## src/rtl/weight_sram_port0_sched.sv

```systemverilog
`default_nettype none
// ============================================================================
// Module   : weight_sram_port0_sched
// Purpose  : Schedules port 0 of the 4096x32b weight SRAM. The SRAM has a
//            1-cycle read latency and byte write enables. The port is shared
//            round-robin between a DMA weight-write stream and a PE
//            burst-read engine. Read data returns through a 2-entry output
//            buffer with valid/ready backpressure.
// Revision : 1.0 - initial release
// ----------------------------------------------------------------------------
// Ports
//   clk         in   1            clock
//   rst         in   1            asynchronous reset, active-high
//   wr_valid    in   1            DMA write request
//   wr_ready    out  1            write accepted this cycle (combinational)
//   wr_addr     in   ADDR_W       write word address
//   wr_data     in   DATA_W       write data
//   wr_strb     in   4            byte strobes
//   rd_start    in   1            start read burst (ignored while rd_busy)
//   rd_base     in   ADDR_W       burst start address
//   rd_len      in   LEN_W        burst length in words (0 allowed)
//   rd_abort    in   1            kill burst, flush buffer
//   rd_busy     out  1            burst engine active
//   rd_done     out  1            1-cycle pulse, burst complete
//   rd_data     out  DATA_W       buffer head data
//   rd_valid    out  1            rd_data valid
//   rd_last     out  1            rd_data is the final beat of the burst
//   rd_ready    in   1            consumer accepts beat
//   sram_wea    out  4            SRAM port-0 byte write enables
//   sram_addr   out  SRAM_ADDR_W  SRAM port-0 address (upper bits zero)
//   sram_wdata  out  DATA_W       SRAM port-0 write data
//   sram_rdata  in   DATA_W       SRAM port-0 read data (cycle after issue)
// ============================================================================
module weight_sram_port0_sched #(
   parameter int ADDR_W      = 12,
   parameter int DATA_W      = 32,
   parameter int LEN_W       = 13,
   parameter int SRAM_ADDR_W = 16
) (
   input  logic                   clk,
   input  logic                   rst,
   // DMA write stream
   input  logic                   wr_valid,
   output logic                   wr_ready,
   input  logic [ADDR_W-1:0]      wr_addr,
   input  logic [DATA_W-1:0]      wr_data,
   input  logic [3:0]             wr_strb,
   // PE burst-read engine control
   input  logic                   rd_start,
   input  logic [ADDR_W-1:0]      rd_base,
   input  logic [LEN_W-1:0]       rd_len,
   input  logic                   rd_abort,
   output logic                   rd_busy,
   output logic                   rd_done,
   // Read data stream
   output logic [DATA_W-1:0]      rd_data,
   output logic                   rd_valid,
   output logic                   rd_last,
   input  logic                   rd_ready,
   // SRAM port 0
   output logic [3:0]             sram_wea,
   output logic [SRAM_ADDR_W-1:0] sram_addr,
   output logic [DATA_W-1:0]      sram_wdata,
   input  logic [DATA_W-1:0]      sram_rdata
);

   localparam logic [ADDR_W-1:0] c_ADDR_ONE = {{(ADDR_W-1){1'b0}}, 1'b1};
   localparam logic [LEN_W-1:0]  c_LEN_ONE  = {{(LEN_W-1){1'b0}}, 1'b1};
   localparam logic [LEN_W-1:0]  c_LEN_ZERO = '0;

   typedef enum logic [1:0] {
      S_IDLE  = 2'd0,
      S_RUN   = 2'd1,
      S_DRAIN = 2'd2,
      S_DONE  = 2'd3
   } state_t;

   // ------------------------------------------------------------------------
   // State
   // ------------------------------------------------------------------------
   state_t              r_state;
   logic [ADDR_W-1:0]   r_addr;          // next word to issue
   logic [LEN_W-1:0]    r_remaining;     // words still to issue
   logic                r_busy;
   logic                r_done;

   logic                r_inflight;      // a read was issued last cycle
   logic                r_inflight_last; // that read was the final issue

   logic [DATA_W-1:0]   r_buf_data [0:1];
   logic [1:0]          r_buf_last;
   logic                r_wptr;
   logic                r_rptr;
   logic [1:0]          r_count;

   logic                r_rr_read_last;  // read won the most recent contention
   logic [ADDR_W-1:0]   r_addr_hold;     // address presented last cycle

   // ------------------------------------------------------------------------
   // Combinational control
   // ------------------------------------------------------------------------
   logic                w_pop;
   logic                w_head_last;
   logic [2:0]          w_credit;
   logic                w_rd_req;
   logic                w_contend;
   logic                w_wr_grant;
   logic                w_rd_grant;
   logic [ADDR_W-1:0]   w_port_addr;

   assign w_pop       = (r_count != 2'd0) && rd_ready;
   assign w_head_last = r_buf_last[r_rptr];

   // Occupancy the buffer will hold once the in-flight word lands and the
   // current pop retires. Issuing only while this is below 2 guarantees the
   // 2-entry buffer can never overflow, while still allowing one issue per
   // cycle when the consumer keeps up.
   assign w_credit = {1'b0, r_count} + {2'b00, r_inflight} - {2'b00, w_pop};

   // An abort in the same cycle suppresses the issue so no stale capture
   // can land in the buffer after the flush.
   assign w_rd_req = (r_state == S_RUN) && (r_remaining != c_LEN_ZERO) &&
                     (w_credit < 3'd2) && !rd_abort;

   // Round-robin: on contention the side that lost the previous contention
   // wins; an uncontended requester is always granted.
   assign w_contend  = wr_valid && w_rd_req;
   assign w_wr_grant = wr_valid && (!w_rd_req || r_rr_read_last);
   assign w_rd_grant = w_rd_req && (!wr_valid || !r_rr_read_last);

   // Without a grant the address bus is held to avoid needless toggling.
   always_comb begin
      w_port_addr = r_addr_hold;
      if (w_wr_grant) begin
         w_port_addr = wr_addr;
      end else if (w_rd_grant) begin
         w_port_addr = r_addr;
      end
   end

   // ------------------------------------------------------------------------
   // Outputs
   // ------------------------------------------------------------------------
   assign wr_ready   = w_wr_grant;
   assign sram_wea   = w_wr_grant ? wr_strb : 4'b0000;
   assign sram_wdata = w_wr_grant ? wr_data : '0;
   assign sram_addr  = {{(SRAM_ADDR_W-ADDR_W){1'b0}}, w_port_addr};

   assign rd_valid = (r_count != 2'd0);
   assign rd_data  = r_buf_data[r_rptr];
   assign rd_last  = rd_valid && w_head_last;
   assign rd_busy  = r_busy;
   assign rd_done  = r_done;

   // ------------------------------------------------------------------------
   // Burst engine FSM
   // ------------------------------------------------------------------------
   always_ff @(posedge clk or posedge rst) begin
      if (rst) begin
         r_state     <= S_IDLE;
         r_addr      <= '0;
         r_remaining <= '0;
         r_busy      <= 1'b0;
         r_done      <= 1'b0;
      end else if (rd_abort) begin
         // Abort wins over everything, including a same-cycle rd_start.
         r_state     <= S_IDLE;
         r_remaining <= '0;
         r_busy      <= 1'b0;
         r_done      <= 1'b0;
      end else begin
         case (r_state)
            S_IDLE: begin
               if (rd_start) begin
                  r_addr      <= rd_base;
                  r_remaining <= rd_len;
                  r_busy      <= 1'b1;
                  if (rd_len == c_LEN_ZERO) begin
                     // Empty burst: report completion without any beats.
                     r_state <= S_DONE;
                     r_done  <= 1'b1;
                  end else begin
                     r_state <= S_RUN;
                  end
               end
            end
            S_RUN: begin
               if (w_rd_grant) begin
                  // Address wraps naturally at the 4096-word boundary.
                  r_addr      <= r_addr + c_ADDR_ONE;
                  r_remaining <= r_remaining - c_LEN_ONE;
                  if (r_remaining == c_LEN_ONE) begin
                     r_state <= S_DRAIN;
                  end
               end
            end
            S_DRAIN: begin
               if (w_pop && w_head_last) begin
                  r_state <= S_DONE;
                  r_done  <= 1'b1;
               end
            end
            S_DONE: begin
               r_state <= S_IDLE;
               r_busy  <= 1'b0;
               r_done  <= 1'b0;
            end
            default: begin
               r_state <= S_IDLE;
               r_busy  <= 1'b0;
               r_done  <= 1'b0;
            end
         endcase
      end
   end

   // ------------------------------------------------------------------------
   // In-flight tracking and 2-entry output buffer
   // ------------------------------------------------------------------------
   always_ff @(posedge clk or posedge rst) begin
      if (rst) begin
         r_inflight      <= 1'b0;
         r_inflight_last <= 1'b0;
         r_buf_data[0]   <= '0;
         r_buf_data[1]   <= '0;
         r_buf_last      <= 2'b00;
         r_wptr          <= 1'b0;
         r_rptr          <= 1'b0;
         r_count         <= 2'd0;
      end else if (rd_abort) begin
         // Flush: drop buffered beats and the pending capture.
         r_inflight      <= 1'b0;
         r_inflight_last <= 1'b0;
         r_buf_last      <= 2'b00;
         r_wptr          <= 1'b0;
         r_rptr          <= 1'b0;
         r_count         <= 2'd0;
      end else begin
         r_inflight      <= w_rd_grant;
         r_inflight_last <= (r_remaining == c_LEN_ONE);

         if (r_inflight) begin
            r_buf_data[r_wptr] <= sram_rdata;
            r_buf_last[r_wptr] <= r_inflight_last;
            r_wptr             <= ~r_wptr;
         end

         if (w_pop) begin
            r_rptr <= ~r_rptr;
         end

         r_count <= r_count + {1'b0, r_inflight} - {1'b0, w_pop};
      end
   end

   // ------------------------------------------------------------------------
   // Arbiter history and held address
   // ------------------------------------------------------------------------
   always_ff @(posedge clk or posedge rst) begin
      if (rst) begin
         // "Read won last" so the first contention after reset goes to write.
         r_rr_read_last <= 1'b1;
         r_addr_hold    <= '0;
      end else begin
         if (w_contend) begin
            r_rr_read_last <= w_rd_grant;
         end
         r_addr_hold <= w_port_addr;
      end
   end

endmodule
`default_nettype wire

```

## config.mk

```make
export PLATFORM = sky130hd
export DESIGN_NAME = weight_sram_port0_sched
export DESIGN_NICKNAME = d
export VERILOG_FILES = /design/src/rtl/weight_sram_port0_sched.sv
export SDC_FILE = /design/constraint.sdc
export NUM_CORES = 1
export LEC_CHECK = 0
export ABC_CLOCK_PERIOD_IN_PS = 8300
export CAP_MARGIN = 25
export CORE_MARGIN = 4
export CORE_UTILIZATION = 46
export CTS_CLUSTER_SIZE = 24
export DETAILED_ROUTE_END_ITERATION = 7
export PLACE_DENSITY = 0.89
export SYNTH_ARGS = -nofsm -noshare
export SYNTH_HDL_FRONTEND = slang
export SYNTH_SLANG_ARGS = --single-unit
```

## constraint.sdc

```tcl
create_clock -name clk -period 8.3 [get_ports clk]
set_input_delay 1.66 -clock clk [delete_from_list [all_inputs] [get_ports clk]]
set_output_delay 1.66 -clock clk [all_outputs]
set_load 0.01 [all_outputs]
```

==> flow_summary.ini, run 1 <==
[timing]
finalClockSkew_ns = 0.00755
period_needed_ns = 7.34
slew_headroom_pct = 33.5
rsz0062_at_grt = false
finalSetupTns_ns = 0
hold_viol = 0
period_share_pct = 88.5
slew_viol_final = 0
fmax_ghz = 0.136
report.final.setup_viol = 0
worst_slew_pin_slew_ns = 0.995

[yosys]
async_reset_ff_share_pct = 100
ys.flop_type = dfrtp_1
synth_area_per_cell_um2 = 10.9
ys_seq_area_share_pct = 46.6
ys_ff_latch = 114
synth_top_area_share_pct = 46.2
synth_area_leaders = dfrtp_1 46%, mux2_2 18%, and3_1 4.2%
yosys.area.top_type = dfrtp_1
synth_cell_types = 62
synth_edf_count = 0
synthesis.area_um2 = 6130
syn-instance-count = 560
yosysWarnings = 0

[clocking]
cts_root_buf = clkbuf_16
cts_buffer_depth = 2
cts_buffers = 17
clock_latency_ns = 0.42
htree_levels = 4
cts_hold_buf = 0
cts_tree = done
postCtsSetupBuffers = 0
cts_resized = 0
cts.sinks = 114
clk_transition_reported_paths_ns = 0.05

[global_routing]
grt_pass1_wl_um = 26700
antenna_found_initial = 0
grt_max_degree = 83
overflow = 0
grt_pass1_vias = 5207
track_usage_pct = 22.8

[routing]
wirelength_um = 17500
post_drt_wl_per_cell_um = 18.8
drt_pass1_iterations = 5
first_iter_violations = 371
vias = 5209
ant_nets = 0
vias_per_cell = 5.62
drc = 0

[power]
ir_drop_uv = 272
switching_power_mw = 1.03
cellPowerDensity_nw_per_um2 = 346
p_int_mw = 2.02
switching_share_pct = 33.9
pwr-share-comb_pct = 43.7
fin_total_pwr_mw = 3.05
p_leak_nw = 3.94
power_frac_clock_pct = 25.5
seqPwrFrac_pct = 30.8

[final_layout]
nets = 864
final_cell_mix = 195 x clkdlybuf4s50_1, 113 x dfrtp_1, 97 x mux2_2, 44 x nor2_1, 41 x and3_1
area_growth_pct = 43.8
layoutNonFillerInstCount = 927
drive_gt1_share_pct = 19.3
final_common_cell = clkdlybuf4s50_1
diodes = 0

[min_path]
min_path_type = reg -> reg

[run]
maxCapViolations = 0

[run_status]
outcome = completed

[floorplanning]
io_pins = 200
die_y_um = 123
core-area_um2 = 12800
die_w_um = 123
row_count = 41
die-area_um2 = 15200
start_util_pct = 47.8

[worst_setup_path]
path_class = in -> out
reg2reg_slack_ns = 4.46
cp.required_ns = 6.64
crit_path_max_fanout = 36
critPathLaunchType = input port
arrival_ns = 5.68
endpoint_kind = primary output

[placed_design]
post-dp-hpwl_um = 12500
portBuffers = 195
placed_cells = 894
finalWeightedCongestion = 0.924
[worst paths after layout]
| kind | startpoint | to | cells past startpoint |
|---|---|---|---|
| max reg2reg | r_count[1] | r_addr[8] | 13 |
| max in group asynchronous | rst | r_rr_read_last | 4 |
| min | r_buf_data[29] | r_buf_data[29] | 1 |
| max | rd_ready | sram_addr[1] | 14 |
| min reg2reg | r_buf_data[29] | r_buf_data[29] | 1 |
| min in group asynchronous | rst | r_buf_data[54] | 2 |
[area by class of cell]
type / instances / area, um^2
Clock buffer: 20 / 457
Clock inverter: 12 / 180
Fill cell: 915 / 4020
Inverter: 17 / 66.3
Multi-Input combinational cell: 388 / 3000
Sequential cell: 114 / 2850
Tap cell: 172 / 215
Timing Repair Buffer: 204 / 2040
[state kept, by name, summed over array words and instances, names as in the netlist]
signal,cells
r_rptr,1
r_state,2
r_inflight_last,1
rd_done,1
r_addr,12
r_inflight,1
r_rr_read_last,1
r_addr_hold,12
r_remaining,13
r_wptr,1
r_count,2
r_buf_data,64
rd_busy,1
r_buf_last,2
[cell families (layout without fill, tap and decap cells)]
logic type,count (synthesis),in the layout,share of synthesized area [%]
simple gates,156,156,13.8
mux,115,115,20.8
flops,114,114,46.6
compound gates,95,95,10.7
buf+inv,61,253,4.78
fa+ha+maj,11,11,2.37
xor+xnor,7,7,1.00
other cells,1,4,0.0612
[critical path: stages]
cell	delay (ns)
clkdlybuf4s50_1	0.45
o21ai_0	0.14
inv_1	0.09
ha_1	0.22
inv_1	0.06
ha_1	0.13
inv_1	0.05
fa_1	0.56
nand3b_4	0.10
a211oi_2	0.27
nand2_1	0.62
buf_4	0.48
a21oi_1	0.23
clkdlybuf4s50_1	0.62
[per-stage QoR]
step / setup slack, ns / util, % / hold slack [ns] / area [um^2]
finish: 0.958 / 68.7 / 0.498 / 8810
global route: 0.640 / 68.7 / 0.509 / 8810
CTS: 0.953 / 68.5 / 0.502 / 8780
detailed placement: 1.05 / 63.5 / 0.487 / 8140
global placement: 1.14 / 63.5 / 0.481 / 8140
floorplan: 2.75 / - / 0.474 / 6140
[synthesized netlist by cell type, drive strengths merged (10+ instances only)]
| cell type | instances |
|---|---|
| a21oi | 33 |
| and3 | 41 |
| buf | 22 |
| clkbuf | 22 |
| dfrtp | 113 |
| ha | 10 |
| inv | 17 |
| mux2 | 97 |
| mux2i | 18 |
| nand2 | 15 |
| nand3 | 14 |
| nor2 | 44 |
[per-layer routing]
metal | vias up | GRT usage (%) | part of all wire (%)
met5 | - | 0 | 0
met1 | 2558 | 28.6 | 40
met4 | 0 | 8.72 | 2.4
met2 | 217 | 37.7 | 50
met3 | 47 | 5.90 | 7.2
li1 | 2387 | - | -
[power by group through the flow]
stage               Combinational [mW]  Clock, mW  Sequential, mW
floorplan                        0.827          0           0.888
global placement                  1.28          0           0.918
detailed placement                1.32          0           0.940
CTS                               1.34      0.791           0.935
global route                      1.45      0.821           0.965
finish                            1.33      0.778           0.939
Power figures use the tool's default switching activity.
==> inputs of run 2 (changes only) <==
--- a/config.mk
+++ b/config.mk
@@ -7,11 +7,11 @@
 export LEC_CHECK = 0
 export ABC_CLOCK_PERIOD_IN_PS = 8300
 export CAP_MARGIN = 25
-export CORE_MARGIN = 4
 export CORE_UTILIZATION = 46
 export CTS_CLUSTER_SIZE = 24
 export DETAILED_ROUTE_END_ITERATION = 7
 export PLACE_DENSITY = 0.89
+export SLEW_MARGIN = 20
 export SYNTH_ARGS = -nofsm -noshare
 export SYNTH_HDL_FRONTEND = slang
 export SYNTH_SLANG_ARGS = --single-unit
==> run 2 against run 1 <==
  * Utilization decreased by 0.53 points
  * Sequential share of layout area increased by 0.25 points
  * Final area shrank 0.77%
  * Routed wire length shrank 2.5%
  * Worst setup slack improved by 0.13 ns
  * Clock power decreased by 9.6%
==> flow_summary.ini, run 2 (same netlist as run 1, synthesis figures left out) <==
[run_status]
outcome = completed

[routing]
vias = 5180
post_drt_wl_per_cell_um = 18.4
ant_nets = 0
drt_pass1_iterations = 5
wirelength_um = 17000
drc = 0
vias_per_cell = 5.59
first_iter_violations = 334

[floorplanning]
die-area_um2 = 13800
io_pins = 200
die_y_um = 117
die_w_um = 117
start_util_pct = 47.8
row_count = 41
core-area_um2 = 12800

[timing]
finalClockSkew_ns = 0.00923
slew_viol_final = 0
worst_slew_pin_slew_ns = 0.839
period_share_pct = 86.9
hold_viol = 0
rsz0062_at_grt = false
worst_slack_ns = 1.09
report.final.setup_viol = 0
finalSetupTns_ns = 0
period_needed_ns = 7.21
fmax_ghz = 0.139
slew_headroom_pct = 43.9

[final_layout]
seq_area_um2 = 2850
area_growth_pct = 42.7
final_common_cell = clkdlybuf4s50_1
n_fill_cell = 952
nets = 864
multi_input_area_um2 = 3000
largest_register_ffs = 64
layoutNonFillerInstCount = 926
reg.largest.list = r_buf_data x64, r_remaining x13
final_cell_mix = 195 x clkdlybuf4s50_1, 113 x dfrtp_1, 97 x mux2_2, 44 x nor2_1, 41 x and3_1
largest-register = r_buf_data
drive_gt1_share_pct = 19.1
diodes = 0

[worst_setup_path]
crit_chain = clkdlybuf4s50_1, o21ai_0, inv_1, ha_1, inv_1, ha_1, inv_1, fa_1, nand3b_4, a211oi_2, nand2_1, buf_4, a21oi_1, clkdlybuf4s50_1
crit_path_max_fanout = 43
cp.required_ns = 6.64
r2r_cells = 13
endpoint_kind = primary output
r2r_end = r_addr[5]
critPathLaunchType = input port
slowest_delay_ns = 0.58
critPathSlowestCell = clkdlybuf4s50_1
path_class = in -> out
cp_common_cell = inv_1
arrival_ns = 5.55
reg2reg_slack_ns = 4.56
r2r-start = r_count[1]

[global_routing]
grt_pass1_vias = 5201
track_usage_pct = 25.0
grt_max_degree = 77
overflow = 0
grt_pass1_wl_um = 27500
antenna_found_initial = 0

[placed_design]
finalWeightedCongestion = 0.908
post-dp-hpwl_um = 11900
portBuffers = 195
post-place-ws_ns = 1.09
placed_cells = 894

[run]
maxCapViolations = 0

[power]
p_leak_nw = 3.90
ir_drop_uv = 195
cellPowerDensity_nw_per_um2 = 339

[clocking]
clk_transition_reported_paths_ns = 0.05
clock_latency_ns = 0.41
cts_hold_buf = 0
cts_root_buf = clkbuf_16
cts.sinks = 114
cts_tree = done
htree_levels = 4
cts_buffers = 17
cts_buffer_depth = 2
cts_resized = 0
postCtsSetupBuffers = 0

[min_path]
holdPathStages = 1
whs_endpoint = r_buf_data[55]
min_from = r_buf_data[55]
min_path_type = reg -> reg
run 2: how the worst max path moves through the flow:
stage / depth (start not counted) / from / endpoint
final: 14 / rd_ready / sram_addr[11]
after global routing: 14 / rd_ready / sram_addr[2]
after CTS: 14 / rd_ready / sram_addr[11]
after detailed placement: 14 / rd_ready / sram_addr[11]
after global placement: 14 / rd_ready / sram_addr[2]
after floorplan: 13 / rd_ready / sram_addr[10]
run 2: worst max-delay path, delay by kind of cell:
family / cells / cell delay (ns)
AOI/OAI and AO/OA: 3 / 0.67
buffers and inverters: 6 / 1.63
adders and majority gates: 3 / 0.96
and+or+nand+nor: 2 / 0.64
run 2: cell type report:
type                            instances  share of cell area [%]
Clock inverter                         12                    1.56
Sequential cell                       114                    32.7
Clock buffer                           19                    4.95
Tap cell                              172                    2.46
Multi-Input combinational cell        388                    34.3
Inverter                               17                   0.759
Timing Repair Buffer                  204                    23.3
run 2: through the flow:
| step | hold WS, ns | power, mW | util (%) | instance area [um^2] |
|---|---|---|---|---|
| floorplan | 0.474 | 1.72 | - | 6140 |
| global placement | 0.481 | 2.19 | 63.5 | 8140 |
| detailed placement | 0.487 | 2.24 | 63.5 | 8140 |
| CTS | 0.500 | 2.96 | 67.9 | 8710 |
| global route | 0.513 | 3.13 | 68.1 | 8740 |
| finish | 0.499 | 2.96 | 68.1 | 8740 |
run 2: routing by layer:
metal | global-route usage, % | share of wire (%) | wire length (um)
met1 | 33.4 | 44 | 7420
met2 | 40.8 | 49 | 8280
met3 | 5.01 | 6.4 | 1080
met4 | 7.31 | 1.5 | 250
met5 | 0 | 0 | 0
run 2: where the power goes:
part           switching, mW  internal, mW
logic                  0.595         0.716
registers              0.167         0.781
clock network          0.262         0.441
total                   1.02          1.94
